**src/rtl/rtc_pkg.sv**
```systemverilog
// Shared types and constants for the real-time-clock time-setting path.
package rtc_pkg;

    typedef enum logic [1:0] {
        ST_RUN     = 2'b00,
        ST_SET_HR  = 2'b01,
        ST_SET_MIN = 2'b10,
        ST_COMMIT  = 2'b11
    } state_e;

    typedef logic [3:0] bcd_t;

    localparam int unsigned HR_MAX  = 32'd23;
    localparam int unsigned MIN_MAX = 32'd59;

    localparam logic [3:0] BLANK_HR  = 4'b1100;
    localparam logic [3:0] BLANK_MIN = 4'b0011;

    // True when both nibbles are decimal digits and the pair does not exceed max_val.
    function automatic logic bcd_pair_valid(input bcd_t left, input bcd_t right,
                                            input int unsigned max_val);
        int unsigned value;
        value = 32'(left) * 32'd10 + 32'(right);
        return (left <= 4'd9) && (right <= 4'd9) && (value <= max_val);
    endfunction

endpackage

```
**src/rtl/bcd_updown_pair.sv**
```systemverilog
// Two-digit BCD register counting 00..MAX with wrap-around in both
// directions. A load of an out-of-range or non-BCD value is sanitised to 00.
// The next-state value is exported so the owner can register it into its
// outputs in the same cycle the register itself updates.
module bcd_updown_pair
    import rtc_pkg::*;
#(
    parameter int unsigned MAX = 32'd59
) (
    input  logic       clk_i,
    input  logic       rst_ni,
    input  logic       load_i,
    input  logic [3:0] load_left_i,
    input  logic [3:0] load_right_i,
    input  logic       inc_i,
    input  logic       dec_i,
    output logic [3:0] left_o,
    output logic [3:0] right_o,
    output logic [3:0] nxt_left_o,
    output logic [3:0] nxt_right_o
);

    localparam bcd_t MAX_L = 4'(MAX / 32'd10);
    localparam bcd_t MAX_R = 4'(MAX % 32'd10);

    bcd_t left_r;
    bcd_t right_r;
    bcd_t left_nxt_s;
    bcd_t right_nxt_s;

    // Next value: load has priority, then increment, then decrement, else hold.
    always_comb begin
        left_nxt_s  = left_r;
        right_nxt_s = right_r;
        if (load_i) begin
            if (bcd_pair_valid(load_left_i, load_right_i, MAX)) begin
                left_nxt_s  = load_left_i;
                right_nxt_s = load_right_i;
            end else begin
                left_nxt_s  = 4'd0;
                right_nxt_s = 4'd0;
            end
        end else if (inc_i) begin
            if ((left_r == MAX_L) && (right_r == MAX_R)) begin
                left_nxt_s  = 4'd0;
                right_nxt_s = 4'd0;
            end else if (right_r == 4'd9) begin
                left_nxt_s  = left_r + 4'd1;
                right_nxt_s = 4'd0;
            end else begin
                right_nxt_s = right_r + 4'd1;
            end
        end else if (dec_i) begin
            if ((left_r == 4'd0) && (right_r == 4'd0)) begin
                left_nxt_s  = MAX_L;
                right_nxt_s = MAX_R;
            end else if (right_r == 4'd0) begin
                left_nxt_s  = left_r - 4'd1;
                right_nxt_s = 4'd9;
            end else begin
                right_nxt_s = right_r - 4'd1;
            end
        end else begin
            left_nxt_s  = left_r;
            right_nxt_s = right_r;
        end
    end

    // Digit register with synchronous active-low reset to 00.
    always_ff @(posedge clk_i) begin
        if (!rst_ni) begin
            left_r  <= 4'd0;
            right_r <= 4'd0;
        end else begin
            left_r  <= left_nxt_s;
            right_r <= right_nxt_s;
        end
    end

    assign left_o      = left_r;
    assign right_o     = right_r;
    assign nxt_left_o  = left_nxt_s;
    assign nxt_right_o = right_nxt_s;

endmodule

```
**src/rtl/time_set_ctrl.sv**
```systemverilog
// Time-setting controller: forwards running HH:MM to the display, runs the
// hours/minutes edit sequence with field blinking and an idle timeout, and
// hands the edited time back to the timekeeper with a one-cycle load strobe.
module time_set_ctrl
    import rtc_pkg::*;
#(
    parameter logic [31:0] BLINK_HALF = 32'd50_000_000,
    parameter logic [31:0] TIMEOUT    = 32'd3_000_000_000
) (
    input  logic       clk_i,
    input  logic       rst_ni,
    input  logic       btn_mode_i,
    input  logic       btn_up_i,
    input  logic       btn_down_i,
    input  logic [3:0] run_hr_left_i,
    input  logic [3:0] run_hr_right_i,
    input  logic [3:0] run_min_left_i,
    input  logic [3:0] run_min_right_i,
    output logic [3:0] hr_left_o,
    output logic [3:0] hr_right_o,
    output logic [3:0] min_left_o,
    output logic [3:0] min_right_o,
    output logic [3:0] blank_o,
    output logic       load_o,
    output logic [1:0] mode_o
);

    state_e      state_r;
    state_e      state_nxt_s;
    logic [31:0] blink_cnt_r;
    logic [31:0] blink_cnt_nxt_s;
    logic        phase_on_r;
    logic        phase_on_nxt_s;
    logic [31:0] to_cnt_r;

    logic        in_edit_s;
    logic        any_btn_s;
    logic        adj_up_s;
    logic        adj_dn_s;
    logic        timeout_s;
    logic        capture_s;

    logic [3:0]  hr_l_s, hr_r_s, min_l_s, min_r_s;
    logic [3:0]  hr_l_nxt_s, hr_r_nxt_s, min_l_nxt_s, min_r_nxt_s;

    logic [3:0]  hr_left_r, hr_right_r, min_left_r, min_right_r;
    logic [3:0]  hr_left_nxt_s, hr_right_nxt_s, min_left_nxt_s, min_right_nxt_s;
    logic [3:0]  blank_r;
    logic [3:0]  blank_nxt_s;
    logic        load_r;
    logic        load_nxt_s;

    // Mode beats up/down; up and down together cancel each other.
    assign in_edit_s = (state_r == ST_SET_HR) || (state_r == ST_SET_MIN);
    assign any_btn_s = btn_mode_i | btn_up_i | btn_down_i;
    assign adj_up_s  = btn_up_i & ~btn_down_i & ~btn_mode_i;
    assign adj_dn_s  = btn_down_i & ~btn_up_i & ~btn_mode_i;
    assign timeout_s = in_edit_s && !any_btn_s && (to_cnt_r == (TIMEOUT - 32'd1));
    assign capture_s = (state_r == ST_RUN) && btn_mode_i;

    bcd_updown_pair #(.MAX(HR_MAX)) u_hours (
        .clk_i        (clk_i),
        .rst_ni       (rst_ni),
        .load_i       (capture_s),
        .load_left_i  (run_hr_left_i),
        .load_right_i (run_hr_right_i),
        .inc_i        ((state_r == ST_SET_HR) && adj_up_s),
        .dec_i        ((state_r == ST_SET_HR) && adj_dn_s),
        .left_o       (hr_l_s),
        .right_o      (hr_r_s),
        .nxt_left_o   (hr_l_nxt_s),
        .nxt_right_o  (hr_r_nxt_s)
    );

    bcd_updown_pair #(.MAX(MIN_MAX)) u_minutes (
        .clk_i        (clk_i),
        .rst_ni       (rst_ni),
        .load_i       (capture_s),
        .load_left_i  (run_min_left_i),
        .load_right_i (run_min_right_i),
        .inc_i        ((state_r == ST_SET_MIN) && adj_up_s),
        .dec_i        ((state_r == ST_SET_MIN) && adj_dn_s),
        .left_o       (min_l_s),
        .right_o      (min_r_s),
        .nxt_left_o   (min_l_nxt_s),
        .nxt_right_o  (min_r_nxt_s)
    );

    // State register.
    always_ff @(posedge clk_i) begin
        if (!rst_ni) begin
            state_r <= ST_RUN;
        end else begin
            state_r <= state_nxt_s;
        end
    end

    // Next-state logic: mode advances, idle timeout abandons the edit.
    always_comb begin
        state_nxt_s = state_r;
        case (state_r)
            ST_RUN: begin
                if (btn_mode_i) state_nxt_s = ST_SET_HR;
                else            state_nxt_s = ST_RUN;
            end
            ST_SET_HR: begin
                if (btn_mode_i)     state_nxt_s = ST_SET_MIN;
                else if (timeout_s) state_nxt_s = ST_RUN;
                else                state_nxt_s = ST_SET_HR;
            end
            ST_SET_MIN: begin
                if (btn_mode_i)     state_nxt_s = ST_COMMIT;
                else if (timeout_s) state_nxt_s = ST_RUN;
                else                state_nxt_s = ST_SET_MIN;
            end
            ST_COMMIT: state_nxt_s = ST_RUN;
            default:   state_nxt_s = ST_RUN;
        endcase
    end

    // Blink phase: free-running, restarted in the visible phase by any edit button.
    always_comb begin
        blink_cnt_nxt_s = blink_cnt_r;
        phase_on_nxt_s  = phase_on_r;
        if (in_edit_s && any_btn_s) begin
            blink_cnt_nxt_s = 32'd0;
            phase_on_nxt_s  = 1'b1;
        end else if (blink_cnt_r == (BLINK_HALF - 32'd1)) begin
            blink_cnt_nxt_s = 32'd0;
            phase_on_nxt_s  = ~phase_on_r;
        end else begin
            blink_cnt_nxt_s = blink_cnt_r + 32'd1;
            phase_on_nxt_s  = phase_on_r;
        end
    end

    // Blink counter and phase registers.
    always_ff @(posedge clk_i) begin
        if (!rst_ni) begin
            blink_cnt_r <= 32'd0;
            phase_on_r  <= 1'b1;
        end else begin
            blink_cnt_r <= blink_cnt_nxt_s;
            phase_on_r  <= phase_on_nxt_s;
        end
    end

    // Idle timeout counter: counts only while editing with no button activity.
    always_ff @(posedge clk_i) begin
        if (!rst_ni) begin
            to_cnt_r <= 32'd0;
        end else if (!in_edit_s || any_btn_s || timeout_s) begin
            to_cnt_r <= 32'd0;
        end else begin
            to_cnt_r <= to_cnt_r + 32'd1;
        end
    end

    // Output decode: choose display source, blank mask and load strobe for next cycle.
    always_comb begin
        hr_left_nxt_s   = run_hr_left_i;
        hr_right_nxt_s  = run_hr_right_i;
        min_left_nxt_s  = run_min_left_i;
        min_right_nxt_s = run_min_right_i;
        case (state_r)
            ST_RUN: begin
                if (btn_mode_i) begin
                    hr_left_nxt_s   = hr_l_nxt_s;
                    hr_right_nxt_s  = hr_r_nxt_s;
                    min_left_nxt_s  = min_l_nxt_s;
                    min_right_nxt_s = min_r_nxt_s;
                end else begin
                    hr_left_nxt_s   = run_hr_left_i;
                    hr_right_nxt_s  = run_hr_right_i;
                    min_left_nxt_s  = run_min_left_i;
                    min_right_nxt_s = run_min_right_i;
                end
            end
            ST_SET_HR, ST_SET_MIN: begin
                hr_left_nxt_s   = hr_l_nxt_s;
                hr_right_nxt_s  = hr_r_nxt_s;
                min_left_nxt_s  = min_l_nxt_s;
                min_right_nxt_s = min_r_nxt_s;
            end
            ST_COMMIT: begin
                hr_left_nxt_s   = hr_l_s;
                hr_right_nxt_s  = hr_r_s;
                min_left_nxt_s  = min_l_s;
                min_right_nxt_s = min_r_s;
            end
            default: begin
                hr_left_nxt_s   = run_hr_left_i;
                hr_right_nxt_s  = run_hr_right_i;
                min_left_nxt_s  = run_min_left_i;
                min_right_nxt_s = run_min_right_i;
            end
        endcase

        blank_nxt_s = 4'b0000;
        if (!phase_on_nxt_s) begin
            case (state_nxt_s)
                ST_SET_HR:  blank_nxt_s = BLANK_HR;
                ST_SET_MIN: blank_nxt_s = BLANK_MIN;
                default:    blank_nxt_s = 4'b0000;
            endcase
        end else begin
            blank_nxt_s = 4'b0000;
        end

        load_nxt_s = (state_nxt_s == ST_COMMIT);
    end

    // Output registers.
    always_ff @(posedge clk_i) begin
        if (!rst_ni) begin
            hr_left_r   <= 4'd0;
            hr_right_r  <= 4'd0;
            min_left_r  <= 4'd0;
            min_right_r <= 4'd0;
            blank_r     <= 4'b0000;
            load_r      <= 1'b0;
        end else begin
            hr_left_r   <= hr_left_nxt_s;
            hr_right_r  <= hr_right_nxt_s;
            min_left_r  <= min_left_nxt_s;
            min_right_r <= min_right_nxt_s;
            blank_r     <= blank_nxt_s;
            load_r      <= load_nxt_s;
        end
    end

    assign hr_left_o   = hr_left_r;
    assign hr_right_o  = hr_right_r;
    assign min_left_o  = min_left_r;
    assign min_right_o = min_right_r;
    assign blank_o     = blank_r;
    assign load_o      = load_r;
    assign mode_o      = state_r;

endmodule
```
**config.mk**
```make
export PLATFORM = sky130hd
export DESIGN_NAME = time_set_ctrl
export DESIGN_NICKNAME = d
export VERILOG_FILES = /design/src/rtl/rtc_pkg.sv /design/src/rtl/bcd_updown_pair.sv /design/src/rtl/time_set_ctrl.sv
export SDC_FILE = /design/constraint.sdc
export NUM_CORES = 1
export LEC_CHECK = 0
export ABC_AREA = 1
export CORE_UTILIZATION = 35
export CTS_CLUSTER_SIZE = 25
export DETAILED_ROUTE_END_ITERATION = 8
export HOLD_SLACK_MARGIN = 0.03
export PLACE_DENSITY_LB_ADDON = 0.3
export SYNTH_ARGS = -nofsm -noshare
export SYNTH_HDL_FRONTEND = slang
export SYNTH_SLANG_ARGS = --single-unit
```
**constraint.sdc**
```tcl
create_clock -name clk_i -period 5.8 [get_ports clk_i]
set_input_delay 1.16 -clock clk_i [delete_from_list [all_inputs] [get_ports clk_i]]
set_output_delay 1.16 -clock clk_i [all_outputs]
set_load 0.01 [all_outputs]
```
==> summary.md <==
| Metric | Value |
|---|---|
| Drt via density | `4.91` |
| Initial DRC count | `459` |
| GPL Wtd Cong | `0.856` |
| CTS clk-pin slew, worst paths | `0.07 ns` |
| Number of setup buffers added after CTS | `0` |
| Status | `completed` |
| Initial antenna violation count | `0` |
| WHS Path Cells | `1` |
| Bufs and invs on worst path | `3` |
| Clk root buf | `clkbuf_16` |
| Post-cts resize count | `0` |
| # hold bufs at CTS | `0` |
| Critical path class | `primary input to flip-flop` |
| Row cnt | `50` |
| Slowest cell on crit path | `clkdlybuf4s50_1` |
| Area after DPL | `7270 um2` |
| Slew HR | `26.7%` |
| Worst skew pair latency | `0.36 ns` |
| Hold Crit Class | `flip-flop to flip-flop` |
| RSZ-0062 raised after global routing | `false` |
| CORE AREA | `18600 um2` |
| Netlist cell types | `44` |
| CTS Buffer Depth | `2` |
| Die area | `19600 um2` |
| Fin. Hold Viols | `0` |
| WP data required | `6.08 ns` |
| Pwr per Cell Area | `200 nW/um2` |
| Met2 Use GR | `27.9%` |
| Register-to-register setup slack | `2.87 ns` |
| Post-synth net total | `1040` |
| Number of global-route vias before repair | `5689` |
| Worst r2r src | `mode_o[0]$_SDFF_PN0_` |
| Initial Util | `35.7%` |
| LEAKAGE | `0.00298 uW` |
| Reg2Reg Depth | `7` |
| Met1 Use GR | `22.8%` |
| WL final | `15900 um` |
| Die Height | `140 um` |
| Number of diodes | `0` |
| CP arrival | `4.16 ns` |
| Drt pass-1 iters | `5` |
| Worst IR Drop VDD | `133 uV` |
| Crit path top cell by count | `nand2_1` |
| Antenna Nets Post-Route | `0` |
| Final worst path period share | `66.8%` |
| Met3 Track Usage GR | `3.17%` |
| Endpoints failing setup | `0` |
| Pin count of the biggest net entering global routing | `35` |
| Die Span X | `140 um` |
| Cells after Synth | `982` |
| Routed wire per std cell | `12.7 um` |
| Critical Path End Type | `flip-flop` |
| Max Clock Skew | `0.00809 ns` |
| Critical Path, Cell by Cell | `clkdlybuf4s50_1, ha_1, ha_1, inv_1, fa_1, inv_1, nand2_1, nor2_1, a21oi_1, nor2_1, nand4_1, nand2_1, nand2_1, nand2_1, nand2_1, a21oi_1` |
| Worst hold start | `blink_cnt_r[0]$_SDFF_PP0_` |
| Worst Max-Slew Pin Slew | `1.10 ns` |
| Clk sinks | `102` |
| Proportion of layout cells with a drive suffix above 1 | `7.75%` |
| CTS tree | `yes` |
| Area Growth Syn to Fin | `13.6%` |
| Final Max Tran Viols | `0` |
| GRT overflow | `0` |
| Grt peak-use layer | `met2` |
| Worst Path Max Fanout | `8` |
| Top Ports | `44` |
| Sequential share of the synthesized area | `30.7%` |
| #FFs+latches synth | `102` |
| Via count | `6160` |
| Max-Cap Viols | `0` |
| Setup TNS after final layout | `0 ns` |
| HPWL Detailed | `11600 um` |
| Worst path top cell family by delay | `simple AND/OR/NAND/NOR gates` |
| Crit start category | `primary input` |
| Yosys warnings | `0` |
| H-tree levels | `3` |
| Hold Crit Endpoint | `blink_cnt_r[0]$_SDFF_PP0_` |
| Min Tclk post-route | `3.88 ns` |
| IO Port Bufs | `43` |
| First-pass GRT wire length | `27200 um` |
| Fin nets | `1073` |
| Syn Area/Cell | `6.77 um2` |
| Peak Freq | `258 MHz` |
| Post-synthesis cell area | `6650 um2` |
| CP max stage delay | `0.62 ns` |
| Design area | `7560 um2` |
| DRC violation count after routing | `0` |
| CTS buffer count | `9` |
| Reg-to-Reg End | `blink_cnt_r[26]$_SDFF_PP0_` |
| Gr usage total | `17.1%` |
worst max-delay path by stage:
stage,startpoint,endpoint,slack [ns],cells after the start
6_report,run_min_left_i[1],min_left_o[3]$_SDFF_PN0_,1.92,16
5_1_grt,run_min_left_i[1],min_left_o[3]$_SDFF_PN0_,1.64,16
4_1_cts,run_min_left_i[1],min_left_o[3]$_SDFF_PN0_,1.95,16
3_5_place_dp,run_min_left_i[1],min_left_o[3]$_SDFF_PN0_,1.57,16
3_3_place_gp,run_min_left_i[1],min_left_o[3]$_SDFF_PN0_,1.65,16
2_1_floorplan,run_min_left_i[1],min_left_o[2]$_SDFF_PN0_,2.60,15
synthesized netlist by cell type, drive strengths merged:
cell type | instances | area (um2)
ha | 33 | 413
a31oi | 1 | 6.26
nor2 | 134 | 588
o21bai | 1 | 7.51
o21ai | 45 | 225
xor2 | 25 | 219
inv | 111 | 417
clkinv | 1 | 3.75
o211ai | 5 | 37.5
nand3b | 2 | 31.3
or2 | 4 | 25.0
a21oi | 66 | 338
buf | 12 | 78.8
nor4 | 6 | 58.8
nand4 | 24 | 186
o21a | 2 | 15.0
nor3 | 42 | 225
nand3 | 64 | 350
nand2 | 256 | 993
xnor2 | 8 | 70.1
clkbuf | 12 | 45.0
dfxtp | 102 | 2040
fa | 4 | 80.1
a211oi | 1 | 7.51
a31o | 1 | 8.76
nor3b | 20 | 180
per-layer routing:
metal	vias to the layer above	routed length, um
li1	3250	-
met3	14	532
met2	86	7200
met1	2810	7950
met5	-	0
met4	0	198
flip-flops by register name (all words and copies together), names as in the netlist:
name / count
blink_cnt_r: 32
to_cnt_r: 32
hr_left_o: 4
hr_right_o: 4
min_left_o: 4
min_right_o: 4
u_hours.left_o: 4
u_hours.right_o: 4
u_minutes.left_o: 4
u_minutes.right_o: 4
blank_o: 2
mode_o: 2
load_o: 1
phase_on_r: 1
logic make-up after synthesis:
family                     after synthesis  share of synthesized area, %
AOI/OAI and AO/OA                      122                          9.70
and+or+nand+nor                        552                          39.7
DFF                                    102                          30.7
buffers and inverters                  136                          8.18
adders and majority gates               37                          7.41
xor gates and xnor gates                33                          4.34
where the power goes:
| group | switching [uW] | leakage (uW) | total (uW) | internal, uW |
|---|---|---|---|---|
| registers | 10.5 | 0.000826 | 723 | 713 |
| logic | 119 | 0.00202 | 192 | 72.6 |
| clock network | 291 | 0.000143 | 598 | 307 |
per-stage QoR:
stage          setup slack, ns  total power [uW]  hold WS (ns)  cells  utilization (%)
2_1_floorplan             2.60               861         0.418    982                -
3_5_place_dp              1.57               932         0.438   1238             39.0
3_3_place_gp              1.65               931         0.431   1238             39.0
5_1_grt                   1.64              1590         0.503   1254             40.5
6_report                  1.92              1510         0.454   1254             40.5
4_1_cts                   1.95              1530         0.456   1254             40.5
layout make-up:
class                           instances  area, um2
Fill cell                            1970      11100
Timing Repair Buffer                   46        453
Sequential cell                       102       2040
Inverter                              112        420
Clock inverter                          6       45.0
Tap cell                              234        293
Multi-Input combinational cell        744       4070
Clock buffer                           10        239
cell usage in the layout (no fill, tap or decap), types with 3 or more instances in the layout:
| cell type | n |
|---|---|
| nor2_2 | 4 |
| nor3b_1 | 14 |
| dfxtp_1 | 102 |
| clkbuf_16 | 9 |
| nor3_1 | 39 |
| o21ai_1 | 5 |
| xor2_1 | 25 |
| buf_4 | 3 |
| or2_2 | 3 |
| xnor2_1 | 8 |
| nor3_2 | 3 |
| nor4_1 | 4 |
| inv_2 | 9 |
| o21ai_0 | 40 |
| nand3_1 | 58 |
| nand3_2 | 6 |
| nor2_4 | 10 |
| inv_1 | 102 |
| ha_1 | 33 |
| fa_1 | 4 |
| nor2_1 | 120 |
| nand4_1 | 21 |
| nor3b_2 | 6 |
| o211ai_1 | 5 |
| a21oi_1 | 64 |
| nand2_1 | 247 |
| nand2_2 | 7 |
| clkdlybuf4s50_1 | 43 |
worst reg2reg max path, stage by stage (launching register included):
cell	delay (ns)
dfxtp_1	0.45
inv_1	0.12
ha_1	0.61
a21oi_1	0.47
nand2_1	0.52
buf_4	0.39
a31o_2	0.22
a21oi_1	0.11
Note: power is estimated with default switching activity, not from simulation.
